**config.mk**
```make
export PLATFORM = sky130hd
export DESIGN_NAME = trig_conditioner
export DESIGN_NICKNAME = d
export VERILOG_FILES = /design/src/rtl/trig_cond_pkg.sv /design/src/rtl/trig_glitch_filter.sv /design/src/rtl/trig_conditioner.sv
export SDC_FILE = /design/constraint.sdc
export NUM_CORES = 1
export LEC_CHECK = 0
export ABC_AREA = 1
export BUFFER_PORTS_ARGS = -buffer_cell sky130_fd_sc_hd__buf_2
export CORE_AREA = 2 2 121 123
export CTS_CLUSTER_SIZE = 12
export DETAILED_ROUTE_END_ITERATION = 8
export DIE_AREA = 0 0 123 125
export GPL_TIMING_DRIVEN = 0
export HOLD_SLACK_MARGIN = 0.02
export PLACE_DENSITY = 0.6
export SYNTH_ARGS = -nofsm -noshare
export SYNTH_HDL_FRONTEND = slang
export SYNTH_SLANG_ARGS = --single-unit
export TNS_END_PERCENT = 50
```
**constraint.sdc**
```tcl
create_clock -name i_TrigInClk_p -period 1.5 [get_ports i_TrigInClk_p]
set_input_delay 0 -clock i_TrigInClk_p [delete_from_list [all_inputs] [get_ports i_TrigInClk_p]]
set_output_delay 0 -clock i_TrigInClk_p [all_outputs]
set_load 0.02 [all_outputs]
```
**src/rtl/trig_cond_pkg.sv**
```systemverilog
// Shared definitions for the trigger conditioner: FSM encoding and default widths.
package trig_cond_pkg;

    localparam int DEF_FILTER_W  = 8;
    localparam int DEF_HOLDOFF_W = 16;
    localparam int DEF_STRETCH   = 4;
    localparam int DEF_MISSED_W  = 16;
    localparam int TRIG_COUNT_W  = 32;

    typedef enum logic [2:0] {
        ST_IDLE    = 3'd0,
        ST_ARMED   = 3'd1,
        ST_FIRE    = 3'd2,
        ST_HOLDOFF = 3'd3,
        ST_DONE    = 3'd4
    } trig_state_e;

    // Counter width able to hold 0..n-1, never narrower than one bit.
    function automatic int cnt_width(input int n);
        return (n > 1) ? $clog2(n) : 1;
    endfunction

endpackage

```
**src/rtl/trig_glitch_filter.sv**
```systemverilog
// Synchronises the raw trigger pin, applies polarity, rejects short glitches
// and produces the filtered level plus a one-cycle rising-edge event.
module trig_glitch_filter
    import trig_cond_pkg::*;
#(
    parameter int FILTER_W = DEF_FILTER_W
) (
    input  logic                clk,
    input  logic                rst_n,
    input  logic                raw,
    input  logic                polarity,
    input  logic [FILTER_W-1:0] filter_len,
    output logic                level,
    output logic                edge_evt
);

    logic                s1_q;
    logic                s2_q;
    logic                lvl;
    logic                filt_q;
    logic                filt_d_q;
    logic [FILTER_W-1:0] cnt_q;

    // Two-flop synchroniser for the asynchronous pin.
    always_ff @(posedge clk or negedge rst_n) begin
        if (!rst_n) begin
            s1_q <= 1'b0;
            s2_q <= 1'b0;
        end else begin
            // NOTE: non-blocking so s2_q takes the previous s1_q, giving two real flop stages.
            s1_q <= raw;
            s2_q <= s1_q;
        end
    end

    // Polarity select: a falling pin becomes a rising level when polarity is 1.
    assign lvl = s2_q ^ polarity;

    // Glitch filter: the level must differ for filter_len+1 consecutive cycles to be adopted.
    always_ff @(posedge clk or negedge rst_n) begin
        if (!rst_n) begin
            filt_q   <= 1'b0;
            filt_d_q <= 1'b0;
            cnt_q    <= '0;
        end else begin
            filt_d_q <= filt_q;
            if (lvl == filt_q) begin
                cnt_q <= '0;
            end else if (cnt_q >= filter_len) begin
                // >= rather than == so a live shrink of filter_len cannot let the count wrap.
                filt_q <= lvl;
                cnt_q  <= '0;
            end else begin
                cnt_q <= cnt_q + 1'b1;
            end
        end
    end

    assign level    = filt_q;
    assign edge_evt = filt_q & ~filt_d_q;

endmodule

```
**src/rtl/trig_conditioner.sv**
```systemverilog
// Trigger conditioner: filtered edge -> fixed-width pulse, with holdoff,
// single-shot arming and accepted/missed statistics.
module trig_conditioner
    import trig_cond_pkg::*;
#(
    parameter int FILTER_W  = DEF_FILTER_W,
    parameter int HOLDOFF_W = DEF_HOLDOFF_W,
    parameter int STRETCH   = DEF_STRETCH,
    parameter int MISSED_W  = DEF_MISSED_W
) (
    input  logic                    i_TrigInClk_p,
    input  logic                    i_TrigInResetn_p,
    input  logic                    i_TrigRaw_p,
    input  logic                    i_Enable_p,
    input  logic                    i_Polarity_p,
    input  logic [FILTER_W-1:0]     i_FilterLen_p,
    input  logic [HOLDOFF_W-1:0]    i_Holdoff_p,
    input  logic                    i_SingleShot_p,
    input  logic                    i_Rearm_p,
    input  logic                    i_CntClr_p,
    output logic                    o_TrigOut_p,
    output logic                    o_Armed_p,
    output logic [TRIG_COUNT_W-1:0] o_TrigCount_p,
    output logic [MISSED_W-1:0]     o_Missed_p
);

    localparam int                     STRETCH_CW   = cnt_width(STRETCH);
    localparam logic [STRETCH_CW-1:0]  STRETCH_LAST = STRETCH_CW'(STRETCH - 1);
    localparam logic [HOLDOFF_W-1:0]   HOLD_LAST    = HOLDOFF_W'(1);

    trig_state_e               state_q, state_d;
    logic [STRETCH_CW-1:0]     stretch_q, stretch_d;
    logic [HOLDOFF_W-1:0]      hold_q, hold_d;
    logic                      single_q, single_d;
    logic                      trig_out_q;
    logic                      armed_q;
    logic [TRIG_COUNT_W-1:0]   trig_count_q;
    logic [MISSED_W-1:0]       missed_q;
    logic                      edge_evt;
    logic                      unused_filt_level;
    logic                      accept;
    logic                      missed_evt;

    trig_glitch_filter #(
        .FILTER_W (FILTER_W)
    ) u_filter (
        .clk        (i_TrigInClk_p),
        .rst_n      (i_TrigInResetn_p),
        .raw        (i_TrigRaw_p),
        .polarity   (i_Polarity_p),
        .filter_len (i_FilterLen_p),
        .level      (unused_filt_level),
        .edge_evt   (edge_evt)
    );

    // Next-state logic: arming, pulse stretching, holdoff and single-shot handling.
    always_comb begin
        // NOTE: every signal gets a default first so no path through the case infers a latch.
        state_d    = state_q;
        stretch_d  = stretch_q;
        hold_d     = hold_q;
        single_d   = single_q;
        accept     = 1'b0;
        missed_evt = 1'b0;
        case (state_q)
            ST_IDLE: begin
                if (i_Enable_p) state_d = ST_ARMED;
            end
            ST_ARMED: begin
                if (edge_evt) begin
                    state_d   = ST_FIRE;
                    stretch_d = '0;
                    accept    = 1'b1;
                end
            end
            ST_FIRE: begin
                missed_evt = edge_evt;
                if (stretch_q == STRETCH_LAST) begin
                    // Mode and holdoff are captured here so later changes do not disturb this cycle.
                    single_d = i_SingleShot_p;
                    if (i_Holdoff_p != '0) begin
                        state_d = ST_HOLDOFF;
                        hold_d  = i_Holdoff_p;
                    end else begin
                        state_d = i_SingleShot_p ? ST_DONE : ST_ARMED;
                    end
                end else begin
                    stretch_d = stretch_q + 1'b1;
                end
            end
            ST_HOLDOFF: begin
                missed_evt = edge_evt;
                if (hold_q == HOLD_LAST) state_d = single_q ? ST_DONE : ST_ARMED;
                else                     hold_d  = hold_q - 1'b1;
            end
            ST_DONE: begin
                missed_evt = edge_evt;
                if (i_Rearm_p) state_d = ST_ARMED;
            end
            default: state_d = ST_IDLE;
        endcase
        // Disable overrides everything, truncating any pulse in progress.
        if (!i_Enable_p) begin
            state_d = ST_IDLE;
            accept  = 1'b0;
        end
    end

    // State, sequencing counters and registered outputs.
    always_ff @(posedge i_TrigInClk_p or negedge i_TrigInResetn_p) begin
        if (!i_TrigInResetn_p) begin
            state_q    <= ST_IDLE;
            stretch_q  <= '0;
            hold_q     <= '0;
            single_q   <= 1'b0;
            trig_out_q <= 1'b0;
            armed_q    <= 1'b0;
        end else begin
            state_q    <= state_d;
            stretch_q  <= stretch_d;
            hold_q     <= hold_d;
            single_q   <= single_d;
            trig_out_q <= (state_d == ST_FIRE);
            armed_q    <= (state_d == ST_ARMED);
        end
    end

    // Statistics: wrapping accept count, saturating missed count; clear has priority.
    always_ff @(posedge i_TrigInClk_p or negedge i_TrigInResetn_p) begin
        if (!i_TrigInResetn_p) begin
            trig_count_q <= '0;
            missed_q     <= '0;
        end else if (i_CntClr_p) begin
            trig_count_q <= '0;
            missed_q     <= '0;
        end else begin
            if (accept)                         trig_count_q <= trig_count_q + 1'b1;
            if (missed_evt && (missed_q != '1)) missed_q     <= missed_q + 1'b1;
        end
    end

    assign o_TrigOut_p   = trig_out_q;
    assign o_Armed_p     = armed_q;
    assign o_TrigCount_p = trig_count_q;
    assign o_Missed_p    = missed_q;

endmodule

```
==> metrics.md <==
| Metric | Value |
|---|---|
| RSZ-0062 raised after global routing | true |
| Worst R2R End | o_Missed_p[14] |
| Num CTS Buffers | 9 |
| # rows | between 40 and 50 |
| Sequential share of power | 37.2% |
| IO Pins | between 80 and 90 |
| Die Width | 123 um |
| Top cell type's share of synthesized area | 38.1% |
| Max IR drop VDD | 0.624 mV |
| Synthesized flop and latch total | 84 |
| Avg Synthesized Cell Area | between 6 and 7 sq um |
| CTS tree | built |
| Die Span Y | between 100 and 150 um |
| Setup Skew | 0.00938 ns |
| Final Core Density | between 50% and 60% |
| Clk buf depth | 2 |
| Final net count | 1051 |
| Max-slew headroom | ~54% |
| CP Launch Type | flip-flop |
| DRT antenna net count | 0 |
| Commonest cells post-synth | nand2_1, nor2_1, dfrtp_1, inv_1, nand3_1 |
| DRC errors left | 0 |
| Cells after Synth | roughly 840 |
| TNS Setup | -0.363 ns |
| Via density | just over 5 |
| Area of the die | 15400 sq um |
| Worst Hold Class | input pin to flip-flop |
| Final hold vios | 0 |
| P&R area growth vs syn | 41.9% |
| Critical path endpoint category | flip-flop |
| Pwr dens | approximately 1000 nW/um^2 |
| Setup WS post-layout | -0.0369 ns |
| Peak Freq | 651 MHz |
| Slew @ Worst Pin | 0.697 ns |
| P_sw | 2930 uW |
| PortBufs | 80 |
| Min-Delay Endpoint | o_TrigCount_p[10] |
| Vias | 6012 |
| Switching portion of total power | 35.8% |
| Total Power | 8180 uW |
| Grt total ovfl | 0 |
| Final Cycle Share | 102% |
| Met2 usage | 35.2% |
| Hold Slack | ~0.034 ns |
| Met3 usage | 3.28% |
| Status | finished with violations |
| Largest net degree at the start of global routing | slightly above 60 |
| Sequential element share of the synthesized area | 38.1% |
| Inserted Diodes | 0 |
| EDFF count, synth | 0 |
| Crit Path Category | flip-flop to flip-flop |
| R2R Path Start | o_Missed_p[0] |
| Reg clk slew, reported paths | 0.06 ns |
| CTS H-Tree Depth | 3 |
| Detailed Route WL | between 15000 and 20000 um |
| Clock share of power | 30.1% |
| Asr flop ratio synth | 100% |
| Internal Power | 5250 uW |
| Starting Density | approximately two fifths |
| DP HPWL | 11300 um |
| Pins Over Slew Limit | 0 |
| Post-Syn Nets | slightly below 900 |
| Failing checks | setup timing |
| Max Cap Violations | 0 |
| DRT iter0 DRCs | 424 |
| Top FF cell, synth | dfrtp_1 |
| Gr busiest metal | met2 |
| Most frequent cell after synthesis | nand2_1 |
| R2r setup slk | -0.04 ns |
| Mapped Area | 5510 sq um |
| First-pass DRT Iterations | 5 |
| Count of cell types in the netlist | 35 |
| Clock tree root buffer cell | clkbuf_16 |
| Leakage | 0.00365 uW |
| Total GRT Usage | ~22% |
| Critical Path AT | 1.82 ns |
| Worst-path fanout max | 5 |
| First-pass GRT wire length | 26900 um |
| Clk sinks | 84 |
| Initial antenna violation count | 0 |
| CORE AREA | 14200 sq um |
| Worst EP required | 1.78 ns |
| Vias in the first global route | 5507 |
| Proportion of layout cells with a drive suffix above 1 | 32.3% |
| Hold path start | i_CntClr_p |
| Synth area leader | dfrtp_1 |
| Comb power frac | 32.8% |
| M1 GR Usage | 30.3% |
| Tmin final | 1.54 ns |
| Wirelength per Cell | 14.3 um |
| Clock Latency Late Sink | about 0.36 ns |
| Yosys synthesis warning count | 0 |
| Setup WS pre-CTS | -0.272 ns |
| R2R cell count | 10 |
| Endpoints failing setup | 19 |
| Synth top area cells | dfrtp_1, nand2_1, nor2_1 |
| Worst Hold Depth | 2 |
| GPL Wtd Cong | 0.907 |
==> sequential cells by signal (all words and copies together), names as in the netlist <==
register	cells
u_filter.level	1
o_TrigOut_p	1
u_filter.s1_q	1
o_TrigCount_p	32
stretch_q	2
o_Armed_p	1
u_filter.cnt_q	8
hold_q	16
u_filter.s2_q	1
single_q	1
u_filter.filt_d_q	1
o_Missed_p	16
state_q	3
==> layout make-up <==
type / instances / area (sq um)
Clock inverter: 5 / 75.1
Inverter: 80 / 315
Buffer: 15 / 130
Clock buffer: 11 / 243
Multi-Input combinational cell: 658 / 3580
Timing Repair Buffer: 157 / 1120
Sequential cell: 84 / 2140
Fill cell: 1393 / 6380
Tap cell: 184 / 230
==> how the worst max path moves through the flow <==
stage	from	to	slack, ns	cells after the start
after floorplan	o_TrigCount_p[0]	o_TrigCount_p[16]	0.01	8
after CTS	state_q[0]	o_Missed_p[2]	-0.07	9
after global routing	hold_q[1]	hold_q[8]	-0.12	10
after global placement	i_TrigInResetn_p	o_Missed_p[1]	-0.59	1
after detailed placement	state_q[1]	o_TrigCount_p[28]	-0.27	9
final	o_Missed_p[0]	o_Missed_p[14]	-0.04	10
==> stage by stage <==
stage | cells | cell area (sq um)
after floorplan | 837 | 5550
after global placement | 1101 | 6180
after detailed placement | 1102 | 6210
after CTS | 1164 | 7090
after global routing | 1194 | 7830
final | 1194 | 7830
==> power by group through the flow <==
| stage | combinational [uW] | clock [uW] | sequential, uW |
|---|---|---|---|
| after floorplan | 1320 | 0 | 2920 |
| after global placement | 1810 | 0 | 2970 |
| after detailed placement | 1840 | 0 | 2970 |
| after CTS | 2070 | 2520 | 2950 |
| after global routing | 3010 | 2620 | 3090 |
| final | 2680 | 2460 | 3040 |
==> what timing repair did <==
item | CTS | global route
hold buffers | 22 | 0
gates cloned | 1 | 4
setup endpoints to repair | 71 | 74
gates resized for setup | 50 | 156
buffers inserted | 23 | 27
pin swaps | 15 | 45
endpoints found under the hold margin | 108 | 0
==> logic make-up (layout without fill, tap and decap cells) <==
logic type | Yosys count | after routing | synth area share [%]
compound gates | 54 | 54 | 5.26
xor+xnor | 16 | 16 | 2.54
fa+ha+maj | 14 | 14 | 3.18
buf+inv | 96 | 268 | 6.99
flops | 84 | 84 | 38.1
simple gates | 573 | 574 | 43.9
==> cells in the final DEF (no fill, tap or decap), drive strengths merged, types with 3 or more instances in the layout <==
cell type,instances
clkinv,3
ha,14
clkbuf,20
nand4,30
dfrtp,84
nor3,20
xnor2,3
nand3,69
xor2,13
nor2,148
dlygate4sd3,22
nand2,294
a21oi,12
or2,8
o21ai,35
inv,80
buf,141
==> metal layers <==
| metal | vias to the layer above | wire [um] |
|---|---|---|
| met1 | 2807 | 7810 |
| met3 | 19 | 830 |
| met5 | - | 0 |
| li1 | 3029 | - |
| met2 | 157 | 8170 |
| met4 | 0 | 319 |
==> critical path: stages, from the launching register on <==
cell and delay [ns]:
dfrtp_2 0.39, ha_4 0.18, nand3_4 0.09, inv_4 0.08, nand2_4 0.05, nor2_4 0.14, nor2_4 0.07, nor2_4 0.19
buf_6 0.17, nand2_2 0.04, nand2_1 0.06
Power figures use the tool's default switching activity.
